===== config.mk =====
export PLATFORM = sky130hd
export DESIGN_NAME = kb_mmio_ctrl
export DESIGN_NICKNAME = d
export VERILOG_FILES = /design/src/rtl/kb_pkg.sv /design/src/rtl/kb_rx_filter.sv /design/src/rtl/kb_mmio_ctrl.sv
export SDC_FILE = /design/constraint.sdc
export NUM_CORES = 1
export LEC_CHECK = 0
export CAP_MARGIN = 5
export CORE_UTILIZATION = 50
export CTS_CLUSTER_SIZE = 10
export DETAILED_ROUTE_END_ITERATION = 16
export PLACE_DENSITY = 0.89
export SYNTH_ARGS = -nofsm -noshare
export SYNTH_HDL_FRONTEND = slang
export SYNTH_HIERARCHICAL = 1
export SYNTH_SLANG_ARGS = --single-unit
export TNS_END_PERCENT = 20

===== constraint.sdc =====
create_clock -name clk -period 2.6 [get_ports clk]
set_clock_uncertainty 0.2 [all_clocks]
set_input_delay 0.52 -clock clk [delete_from_list [all_inputs] [get_ports clk]]
set_output_delay 0.52 -clock clk [all_outputs]
set_load 0.02 [all_outputs]

===== src/rtl/kb_pkg.sv =====
// Shared constants for the keyboard MMIO controller: register map, CTRL bit layout, bus FSM states.
package kb_pkg;

    localparam logic [1:0] KB_ADDR_STATUS = 2'd0;
    localparam logic [1:0] KB_ADDR_DATA   = 2'd1;
    localparam logic [1:0] KB_ADDR_CTRL   = 2'd2;
    localparam logic [1:0] KB_ADDR_DROPS  = 2'd3;

    localparam int unsigned KB_CTRL_CLR_BIT     = 0;
    localparam int unsigned KB_CTRL_IRQ_EN_BIT  = 1;
    localparam int unsigned KB_CTRL_OVR_CLR_BIT = 2;

    typedef enum logic [1:0] {
        KB_IDLE = 2'd0,
        KB_ACK  = 2'd1,
        KB_HOLD = 2'd2
    } kb_state_t;

endpackage


===== src/rtl/kb_rx_filter.sv =====
// Registered UART byte qualification into the keyboard FIFO, with sticky overrun
// detection and a saturating count of dropped (non-ASCII or framing-error) bytes.
module kb_rx_filter #(
    parameter int unsigned DROP_CNT_W = 8
) (
    input  logic                  clk,
    input  logic                  reset_n,
    input  logic                  rx_valid,
    input  logic [7:0]            rx_data,
    input  logic                  rx_err,
    input  logic                  kb_full,
    input  logic                  kb_clear,
    input  logic                  ovr_clr,
    input  logic                  drop_clr,
    output logic                  kb_write,
    output logic [6:0]            kb_write_data,
    output logic                  overrun,
    output logic [DROP_CNT_W-1:0] drop_cnt
);

    logic bad;
    logic wr_q;

    assign bad = rx_err | rx_data[7];

    always_ff @(posedge clk) begin
        if (!reset_n) begin
            wr_q          <= 1'b0;
            kb_write_data <= '0;
            overrun       <= 1'b0;
            drop_cnt      <= '0;
        end else begin
            wr_q <= rx_valid & ~bad & ~kb_full;
            if (rx_valid) begin
                kb_write_data <= rx_data[6:0];
            end
            // drop outranks overrun; a fresh overrun outranks a clear request
            if (rx_valid & ~bad & kb_full) begin
                overrun <= 1'b1;
            end else if (ovr_clr) begin
                overrun <= 1'b0;
            end
            if (drop_clr) begin
                drop_cnt <= '0;
            end else if (rx_valid & bad & (drop_cnt != '1)) begin
                drop_cnt <= drop_cnt + DROP_CNT_W'(1);
            end
        end
    end

    // a byte landing in the FIFO-clear cycle is discarded silently
    assign kb_write = wr_q & ~kb_clear;

endmodule


===== src/rtl/kb_mmio_ctrl.sv =====
// CPU-facing register file and single-ack bus FSM for the keyboard FIFO; the
// HOLD state guarantees one pop per DATA read even if the request is held.
module kb_mmio_ctrl
    import kb_pkg::*;
#(
    parameter int unsigned DROP_CNT_W = 8,
    parameter logic        IRQ_EN_RST = 1'b0
) (
    input  logic       clk,
    input  logic       reset_n,
    input  logic       rx_valid,
    input  logic [7:0] rx_data,
    input  logic       rx_err,
    input  logic       cpu_req,
    input  logic       cpu_we,
    input  logic [1:0] cpu_addr,
    input  logic [7:0] cpu_wdata,
    output logic [7:0] cpu_rdata,
    output logic       cpu_ack,
    output logic       irq,
    output logic       kb_write,
    output logic [6:0] kb_write_data,
    output logic       kb_read_en,
    output logic       kb_clear,
    input  logic       kb_status,
    input  logic [6:0] kb_read_data,
    input  logic       kb_full
);

    kb_state_t             state_q, state_d;
    logic [7:0]            rdata_q, rdata_mux;
    logic [2:0]            wctl_q;
    logic [1:0]            addr_q;
    logic                  we_q, pop_q, irq_en;
    logic                  ctrl_wr, drops_wr;
    logic                  overrun;
    logic [DROP_CNT_W-1:0] drop_cnt;
    logic                  unused_wdata;

    assign unused_wdata = ^cpu_wdata[7:3];

    kb_rx_filter #(
        .DROP_CNT_W(DROP_CNT_W)
    ) u_rx_filter (
        .clk          (clk),
        .reset_n      (reset_n),
        .rx_valid     (rx_valid),
        .rx_data      (rx_data),
        .rx_err       (rx_err),
        .kb_full      (kb_full),
        .kb_clear     (kb_clear),
        .ovr_clr      (ctrl_wr & wctl_q[KB_CTRL_OVR_CLR_BIT]),
        .drop_clr     (drops_wr),
        .kb_write     (kb_write),
        .kb_write_data(kb_write_data),
        .overrun      (overrun),
        .drop_cnt     (drop_cnt)
    );

    always_comb begin
        rdata_mux = '0;
        if (!cpu_we) begin
            case (cpu_addr)
                KB_ADDR_STATUS: rdata_mux = {4'b0, overrun, irq_en, kb_full, kb_status};
                KB_ADDR_DATA:   rdata_mux = kb_status ? {1'b0, kb_read_data} : 8'h00;
                KB_ADDR_CTRL:   rdata_mux = {6'b0, irq_en, 1'b0};
                default:        rdata_mux = 8'(drop_cnt);
            endcase
        end
    end

    always_comb begin
        state_d    = state_q;
        cpu_ack    = 1'b0;
        cpu_rdata  = '0;
        kb_read_en = 1'b0;
        kb_clear   = 1'b0;
        ctrl_wr    = 1'b0;
        drops_wr   = 1'b0;
        case (state_q)
            KB_IDLE: begin
                if (cpu_req) begin
                    state_d = KB_ACK;
                end
            end
            KB_ACK: begin
                cpu_ack    = 1'b1;
                cpu_rdata  = rdata_q;
                kb_read_en = pop_q;
                ctrl_wr    = we_q & (addr_q == KB_ADDR_CTRL);
                drops_wr   = we_q & (addr_q == KB_ADDR_DROPS);
                kb_clear   = ctrl_wr & wctl_q[KB_CTRL_CLR_BIT];
                state_d    = KB_HOLD;
            end
            KB_HOLD: begin
                if (!cpu_req) begin
                    state_d = KB_IDLE;
                end
            end
            default: state_d = KB_IDLE;
        endcase
    end

    always_ff @(posedge clk) begin
        if (!reset_n) begin
            state_q <= KB_IDLE;
            rdata_q <= '0;
            wctl_q  <= '0;
            addr_q  <= '0;
            we_q    <= 1'b0;
            pop_q   <= 1'b0;
            irq_en  <= IRQ_EN_RST;
        end else begin
            state_q <= state_d;
            if ((state_q == KB_IDLE) && cpu_req) begin
                rdata_q <= rdata_mux;
                wctl_q  <= cpu_wdata[2:0];
                addr_q  <= cpu_addr;
                we_q    <= cpu_we;
                pop_q   <= ~cpu_we & (cpu_addr == KB_ADDR_DATA) & kb_status;
            end
            if (ctrl_wr) begin
                irq_en <= wctl_q[KB_CTRL_IRQ_EN_BIT];
            end
        end
    end

    assign irq = irq_en & (kb_status | overrun);

endmodule


# Word-level counts from Yosys, hierarchy flattened
# Index checks and enable logic that the tools add are counted.
op_classes:
  n_addsub: 1
  n_eq_ne: 9
  n_bitwise: 20
  reduce_logical: 6
  n_mux: 14
ops:
  columns: ["operator", "n"]
  rows:
  - ["$pmux 8 s3", 1]
  - ["$mux 8", 2]
  - ["$and 1x1->1", 13]
  - ["$add 8x1->8 const B", 1]
  - ["$eq 2x2->1 const B", 4]
  - ["$ne 8x8->1 const B", 1]
  - ["$mux 1", 7]
  - ["$mux 7", 1]
  - ["$pmux 2 s3", 1]
  - ["$not 1->1", 5]
  - ["$eq 2x1->1 const B", 2]
  - ["$logic_not 2->1", 2]
  - ["$mux 2", 2]
  - ["$ne 2x2->1 const B", 2]
  - ["$or 1x1->1", 2]
  - ["$reduce_and 2->1", 1]
  - ["$reduce_bool 2->1", 1]
  - ["$reduce_or 2->1", 1]
  - ["$logic_and 1x1->1", 1]
totals:
  in_bits: 33
  regBits: 35
  output_inout_bits: 20

# Depth between registers and ports, before layout
logic_depth:
  ltp_word: 6
  ltp_mapped: 6
  mapped_depth_nobuf: 6

# Hierarchy
# The synthesis kept the hierarchy.
by_module_without_submodules:
  columns: ["module", "seq_area_each_um2", "area_each_um2", "instances", "cells_each"]
  rows:
  - ["kb_mmio_ctrl", 360.3, 942.2, 1, 116]
  - ["kb_rx_filter", 340.3, 778.2, 1, 78]

# Least setup slack after synthesis
# Ideal clock, no wire load.
synth_path:
  path_kind: "flip-flop to output port"
  from: "register state_q[0]"
  to: "output port kb_write"
  path_stages_with_launch: 5
  required_time_ns: 1.880
  t_arrival_ns: 1.228
  path_buffers: 0
  slack_ns: 0.652
  cell_sequence: "dfxtp_1 or2b_1 nor3_1 and2_1 nor2b_1"
synth_between:
  elab_chain_cells: 4
synth_lines:
  columns: ["element", "line", "text"]
  rows:
  - ["start, declared", "kb_mmio_ctrl.sv:30", "kb_state_t state_q, state_d;"]
  - ["start signal, assigned", "kb_mmio_ctrl.sv:114", "state_q <= state_d;"]
  - ["$eq 2x1->1", "kb_mmio_ctrl.sv:80", "case (state_q)"]
  - ["$mux 1", "kb_mmio_ctrl.sv:80", null]
  - ["named net kb_clear", "kb_mmio_ctrl.sv:24", "output logic kb_clear,"]
  - ["$not 1->1", "kb_rx_filter.sv:52", "assign kb_write = wr_q & ~kb_clear;"]
  - ["$and 1x1->1", "kb_rx_filter.sv:52", null]
  - ["end, declared", "kb_mmio_ctrl.sv:21", "output logic kb_write,"]
# The timed path passes the listed nets, and every way through them passes these cells.

# Worst setup path in the final report
layout_path:
  from: "input port kb_status"
  to: "output port irq"
layout_between:
  elab_chain_cells: 2
layout_lines:
  columns: ["element", "line", "text"]
  rows:
  - ["start, declared", "kb_mmio_ctrl.sv:25", "input logic kb_status,"]
  - ["$or 1x1->1", "kb_mmio_ctrl.sv:128", "assign irq = irq_en & (kb_status | overrun);"]
  - ["$and 1x1->1", "kb_mmio_ctrl.sv:128", null]
  - ["end, declared", "kb_mmio_ctrl.sv:20", "output logic irq,"]
# Every way passes these cells.

==> impl_summary.txt <==
----------------------------------------------------
[Run status]
  Outcome ... finished clean

[Yosys]
  Number of synthesized flops with an enable pin ... 0
  Post-Synthesis Cells ... between 150 and 200
  Number of library cell types mapped by synthesis ... 45
  Synth warnings ... 6
  Proportion of register bits with asynchronous set or reset after synthesis ... 0%
  Top cells by area in the synthesized netlist ... dfxtp_1 41%, nand2_1 5.7%, mux2i_1 5.2%
  Most instantiated cells after synthesis ... 35 x dfxtp_1, 26 x nand2_1, 12 x and2_1, 12 x nor2b_1
  Library cell occupying the most area in the post-synthesis netlist ... dfxtp_1
  Area share of the largest cell type after synthesis ... between 40 and 50%
  Most instantiated library cell after synthesis ... dfxtp_1
  Mapped Avg Cell Area ... between 8 and 9 µm²
  Count of state elements after synthesis ... 35
  Proportion of synthesized chip area in sequential cells ... 40.7%
  Mapped Area ... approximately 1700 µm²
  Mapped Nets ... 228
  Primary flip-flop cell chosen by synthesis mapping ... dfxtp_1

[Placement]
  # port buffers ... between 40 and 50
  Half-perimeter wire length after placement ... 2.89 mm
  Pre-CTS setup slack ... between 90 and 100 ps
  Area after detailed placement ... around 2300 µm²
  Global placer's final weighted congestion ... 0.862

[Clocking]
  TritonCTS clock tree ... yes
  Deepest clock path buffer count ... 2
  Source-to-sink clock delay at the later pin of the worst-skew pair ... between 300 and 400 ps
  Clock Sink Count ... 35
  Deepest level of the CTS H-tree ... 2
  Clock-pin transition on the worst setup and hold timing paths ... 100 ps
  Total CTS buffers ... 5
  CTS root buf ... clkbuf_4
  Setup fix buffers added after clock tree synthesis ... 0

[Global routing]
  GRT Util Overall ... between 20% and 30%
  Wire length of the first global-routing pass ... about 6.2 mm
  GR Overflow Total ... 0
  Pin count of the biggest net entering global routing ... 20
  Vias in the first global route ... around 1500
  Number of antenna violations at the first check in global routing ... 0

[Finish]
  Filler cell count ... ~260
  Area taken by multi-input logic gates ... ~960 µm²
  Area of all placed cells without fillers ... 2320 µm²
  Sequential cell area ... ~700 µm²
  Fraction of layout instances using a drive strength above 1 ... roughly a tenth
  Area Overhead vs Synth ... 34.9%
  Total number of nets in the final design ... 280
  Number of diodes ... 0

[Floorplanning]
  Placeable core region ... approximately 3200 µm²
  Horiz. Die Dim ... 60.7 µm
  Initial Util ... between 50% and 60%
  # IOs ... 53
  Y dimension of the die ... roughly 61 µm
  Floorplan die area ... 3680 µm²
  Number of rows in the core area ... 20

[Detailed routing]
  Overall via count from detail_route ... around 1600
  Sum of routed wire length over all layers ... roughly 3.9 mm
  DRC violation count after routing ... 0
  Number of vias per cell after detailed routing ... roughly 5.4
  Number of nets still failing antenna checks after routing ... 0
  First drt pass iteration count ... 4
  Routed wirelength normalized by instance count ... between 10 and 15 µm
  Violation count after the first detailed-route iteration ... roughly 80

[Critical path]
  Critical path, cell by cell ... clkdlybuf4s50_1, o21a_1, clkdlybuf4s50_1
  Setup Crit Path Kind ... input pin to primary output
  Library cell appearing most often on the critical path ... clkdlybuf4s50_1
  Crit-path leading delay family ... buffers and inverters
  Critical-path cell with the highest stage delay ... clkdlybuf4s50_1
  Total buffers and inverters traversed by the critical path ... 2
  Data arrival time of the critical path ... 1790 ps
  Crit path launch type ... input pin
  Crit path largest cell delay ... 600 ps
  Capturing element type of the critical path ... primary output
  Worst path required time ... around 1900 ps
  Max Fanout on Critical Path ... 2

[STA]
  Final setup vio count ... 0
  Final period util ... 96.5%
  Worst slew slack as a fraction of its limit ... 70.2%
  RSZ-0062 raised after global routing ... false
  Min Clock Period, post-route ... between 2000 and 3000 ps
  Post-layout worst setup margin ... slightly above 90 ps
  Max Fclk ... around 0.40 GHz
  Transition time at the pin with the least slew margin ... about 450 ps
  Final-report hold violation count ... 0
  Pins over their slew limit ... 0

[Pwr]
  Leakage ... between 0.9 and 1 nW
  Areal power density over the cells ... 464 nW/µm²
  Maximum ir drop on the vdd rail ... approximately 0.00027 V

[Hold path]
  Class of the worst hold path ... flop to flop

[Job]
  Max-cap violations ... 0

----------------------------------------------------
repair_timing:
action / in CTS / in global routing
hold buffers: 0 / 0
setup endpoints to repair: 12 / 4
gates resized for setup: 11 / 3
metrics by stage:
step                      hold WS (ps)  std cells  setup TNS (ps)  total power, W  util (%)
after global routing               284        291               0         0.00113      73.6
after detailed placement           244        283               0        0.000753      71.5
after floorplan                    226        194               0        0.000666         -
final                              254        291               0         0.00108      73.6
after global placement             233        283               0        0.000749      71.5
after CTS                          258        291           -76.9         0.00108      73.3
cell families after synthesis:
logic type	synth area share, %
AO/OA/AOI/OAI	17.7
XOR/XNOR	1.02
adder cells (fa/ha/maj)	0.727
buffers and inverters	3.85
flip-flops	40.7
multiplexers	5.24
AND/OR/NAND/NOR	30.7
where the power goes:
group,switching (W),internal (W),total (W)
combinational,0.0000809,0.0000891,0.000170
sequential,0.0000151,0.000557,0.000572
clock,0.000177,0.000159,0.000336
total,0.000273,0.000805,0.00108
worst paths after layout:
kind | start | to | slack [ps] | cells past startpoint
hold reg to reg | rdata_q[5] | rdata_q[5] | 250 | 2
setup reg to reg | u_rx_filter/drop_cnt[0] | u_rx_filter/drop_cnt[1] | 930 | 5
setup / recovery | kb_status | irq | 90 | 3
hold / removal | rdata_q[5] | rdata_q[5] | 250 | 2
final cells by class:
class / count / area share (%)
multi-input combinational: 144 / 41.3
sequential: 35 / 30.2
timing repair buffer: 54 / 22.2
clock buffer: 8 / 2.96
tap: 44 / 2.37
inverter: 6 / 0.970
sequential cells by signal (all words and copies together) (netlist names):
register                   flops
rdata_q                        8
u_rx_filter/drop_cnt           8
u_rx_filter/kb_write_data      7
wctl_q                         3
addr_q                         2
state_q                        2
irq_en                         1
pop_q                          1
u_rx_filter/overrun            1
u_rx_filter/wr_q               1
we_q                           1
worst register-to-register path, stage by stage (launching register included):
cell and delay [ps]:
dfxtp_1 420, ha_1 270, nand4_1 200, o21ai_2 230, mux2i_1 200, nor2_1 50
placed cells by master, fill, tap and decap left out, drive strengths merged, types with 2 or more instances in the layout:
cell            n
a211o           3
o21ai           3
nand3b          5
mux2i           9
nand2          26
dfxtp          35
a31oi           2
a311oi          4
clkdlybuf4s50  35
nand3           7
buf             7
a21oi           4
dlymetal6s2s    2
dlygate4sd2    10
and3            2
clkbuf          8
nor2           10
o41ai           3
inv             6
nor2b          12
nor3            7
xor2            2
o21a            3
nand2b          3
and2           12
a21boi         12
a211oi          2
layer usage:
metal  track usage, %  part of all wire [%]
met2             37.5                    45
met3             7.04                   5.9
met1             28.3                    46
met4             11.0                   2.6
met5                0                     0
No activity file was read; power rests on OpenSTA's default activity.
==> patch, RTL diff (config.mk and constraints unchanged) <==
The 3 states of `kb_state_t` get a one-hot encoding in 3 bits.
--- a/src/rtl/kb_pkg.sv
+++ b/src/rtl/kb_pkg.sv
@@ -12,6 +12,6 @@
 
-    typedef enum logic [1:0] {
-        KB_IDLE = 2'd0,
-        KB_ACK  = 2'd1,
-        KB_HOLD = 2'd2
+    typedef enum logic [2:0] {
+        KB_IDLE = 3'b001,
+        KB_ACK  = 3'b010,
+        KB_HOLD = 3'b100
     } kb_state_t;
Behaviour: same outputs for any inputs over 10 cycles, from zero or initial values and one cycle with reset_n low; not proved beyond that.
==> patch against the original RTL <==
  * Sequential cell count grew 1
  * Maximum frequency grew 2.8%
  * Final area grew 4.6%
  * Routed wire length rose by 3.2%
  * Worst setup slack better by 68 ps
  * Area after synthesis rose by 4.4%
  * Sequential power up 3%
  * Power rose by 6.5%
==> patch: results (changes against the original RTL) <==
| Metric | Value |
|---|---|
| Synth top area cells | `dfxtp_1 (40%), mux2i_1 (5.0%), nand2_1 (5.0%) (was dfxtp_1 (41%), nand2_1 (5.7%), mux2i_1 (5.2%))` |
| R2r startpoint | `state_q[1] (was u_rx_filter/drop_cnt[0])` |
| Routed wire per std cell | `13.6 um (was 13.5 um)` |
| Worst slew pin tran | `458 ps (was 445 ps)` |
| CP max FO | `2 (unchanged)` |
| Ratio of cells with drive above 1 in the final layout | `12.0% (was 10.1%)` |
| Ys async rst share | `0% (unchanged)` |
| Net switching power | `0.000283 W (was 0.000273 W)` |
| Yosys cell types | `48 (was 45)` |
| Worst vdd ir | `363 uV (was 271 uV)` |
| Number of global-route vias before repair | `1,453 (was 1,478)` |
| Setup crit start | `kb_status (unchanged)` |
| Largest net degree at the start of global routing | `20 (unchanged)` |
| Antenna violations before repair | `0 (unchanged)` |
| Via density per instance | `5.40 (about the same)` |
| First-pass GRT wire length | `6380 um (was 6220 um)` |
| Total Routing Usage GR | `23.1% (was 23.2%)` |
| Status | `completed (unchanged)` |
| Routability congestion estimate | `0.927 (was 0.862)` |
| Worst-skew pair later-pin latency | `350 ps` |
| Hold WC Path Type | `reg2reg (unchanged)` |
| Clock transition at path regs | `approximately 110 ps` |
| Sequential area share after synthesis | `40.1% (was 40.7%)` |
| Clk buf depth | `2 (unchanged)` |
| Leak pwr | `1.08 nW (was 0.946 nW)` |
| H-tree depth | `2 (unchanged)` |
| Layout Nets | `284 (was 280)` |
| Fillers | `242 (was 258)` |
| DRT iter0 DRCs | `80 (was 78)` |
| Mapped Nets | `231 (was 228)` |
| Hold Startpoint | `pop_q (was rdata_q[5])` |
| Initial DRT Pass Iterations | `4 (unchanged)` |
| Worst EP arrival | `1720 ps (was 1790 ps)` |
| Post-detail-place hpwl | `2960 um (was 2890 um)` |
| Top cells by count, synth | `dfxtp_1 (36), nand2_1 (24), nor2b_1 (12) (was dfxtp_1 (35), nand2_1 (26), and2_1 (12), nor2b_1 (12))` |
| CTS Buf Count | `5 (unchanged)` |
patch: changes by cell type after synthesis, moves of 2 or more:
| cell | change |
|---|---|
| buf_2 | +3 |
| clkbuf_1 | -3 |
| o41ai_1 | -3 |
| o41ai_2 | +3 |
| a21oi_1 | +2 |
| and2_1 | -2 |
| and3_1 | +2 |
| buf_4 | +2 |
| nand2_1 | -2 |
| nand2b_1 | +2 |
patch: layer usage:
metal | part of all wire [%] | up-vias | global-route usage, % | wire [um]
met3 | 3.9 | 8 | 4.35 | 157
met4 | 1.7 | 0 | 10.2 | 70
met2 | 49 | 35 | 40.6 | 2000
met1 | 45 | 759 | 27.5 | 1820
li1 | - | 802 | - | -
met5 | 0 | - | 0 | 0
patch: worst max-delay path: stages:
cell and delay (ps):
clkdlybuf4s50_1 480, o21a_1 120, clkdlybuf4s50_1 600
patch: logic make-up (layout without fill, tap and decap cells):
| kind of cell | count (synthesis) | count (layout) | synth area share (%) |
|---|---|---|---|
| AND/OR/NAND/NOR | 92 | 92 | 30.1 |
| adder cells (fa/ha/maj) | 1 | 1 | 0.697 |
| flip-flops | 36 | 36 | 40.1 |
| buffers and inverters | 16 | 70 | 4.53 |
| multiplexers | 9 | 9 | 5.02 |
| XOR/XNOR | 2 | 2 | 0.976 |
| AO/OA/AOI/OAI | 41 | 41 | 18.5 |
patch: timing repair:
item                       in CTS  in global routing
setup endpoints to repair      11                  8
pin swaps                       0                  0
hold endpoints to repair        0                  0
gates resized for setup         4                  8
setup buffers                   1                  0
patch: layout make-up:
class / count / area share, %
Multi-Input combinational cell: 145 / 40.9
Sequential cell: 36 / 29.7
Timing Repair Buffer: 57 / 23.1
Tap cell: 46 / 2.37
Clock buffer: 6 / 1.70
Clock inverter: 2 / 1.44
Inverter: 5 / 0.773
patch: per-stage QoR:
| stage | total power [W] | cell area (um^2) | instances | hold WS (ps) | setup WS (ps) |
|---|---|---|---|---|---|
| floorplan | 0.000688 | 1800 | 197 | 226 | 635 |
| global placement | 0.000768 | 2330 | 288 | 239 | 177 |
| detailed placement | 0.000774 | 2330 | 288 | 242 | 153 |
| CTS | 0.00116 | 2410 | 297 | 256 | 2.90 |
| global route | 0.00119 | 2430 | 297 | 269 | 32.1 |
| finish | 0.00115 | 2430 | 297 | 256 | 160 |
patch: final timing paths:
kind              slack, ps                      end  cells past startpoint
hold reg to reg         260                    pop_q                      2
setup reg to reg        740  u_rx_filter/drop_cnt[2]                      6
setup / recovery        160                      irq                      3
hold / removal          260                    pop_q                      2
patch: power groups by stage:
stage               combinational [W]  clock (W)  sequential (W)
finish                       0.000174   0.000387        0.000588
detailed placement           0.000173          0        0.000600
global route                 0.000190   0.000414        0.000591
CTS                          0.000174   0.000394        0.000588
global placement             0.000169          0        0.000599
floorplan                   0.0000840          0        0.000604
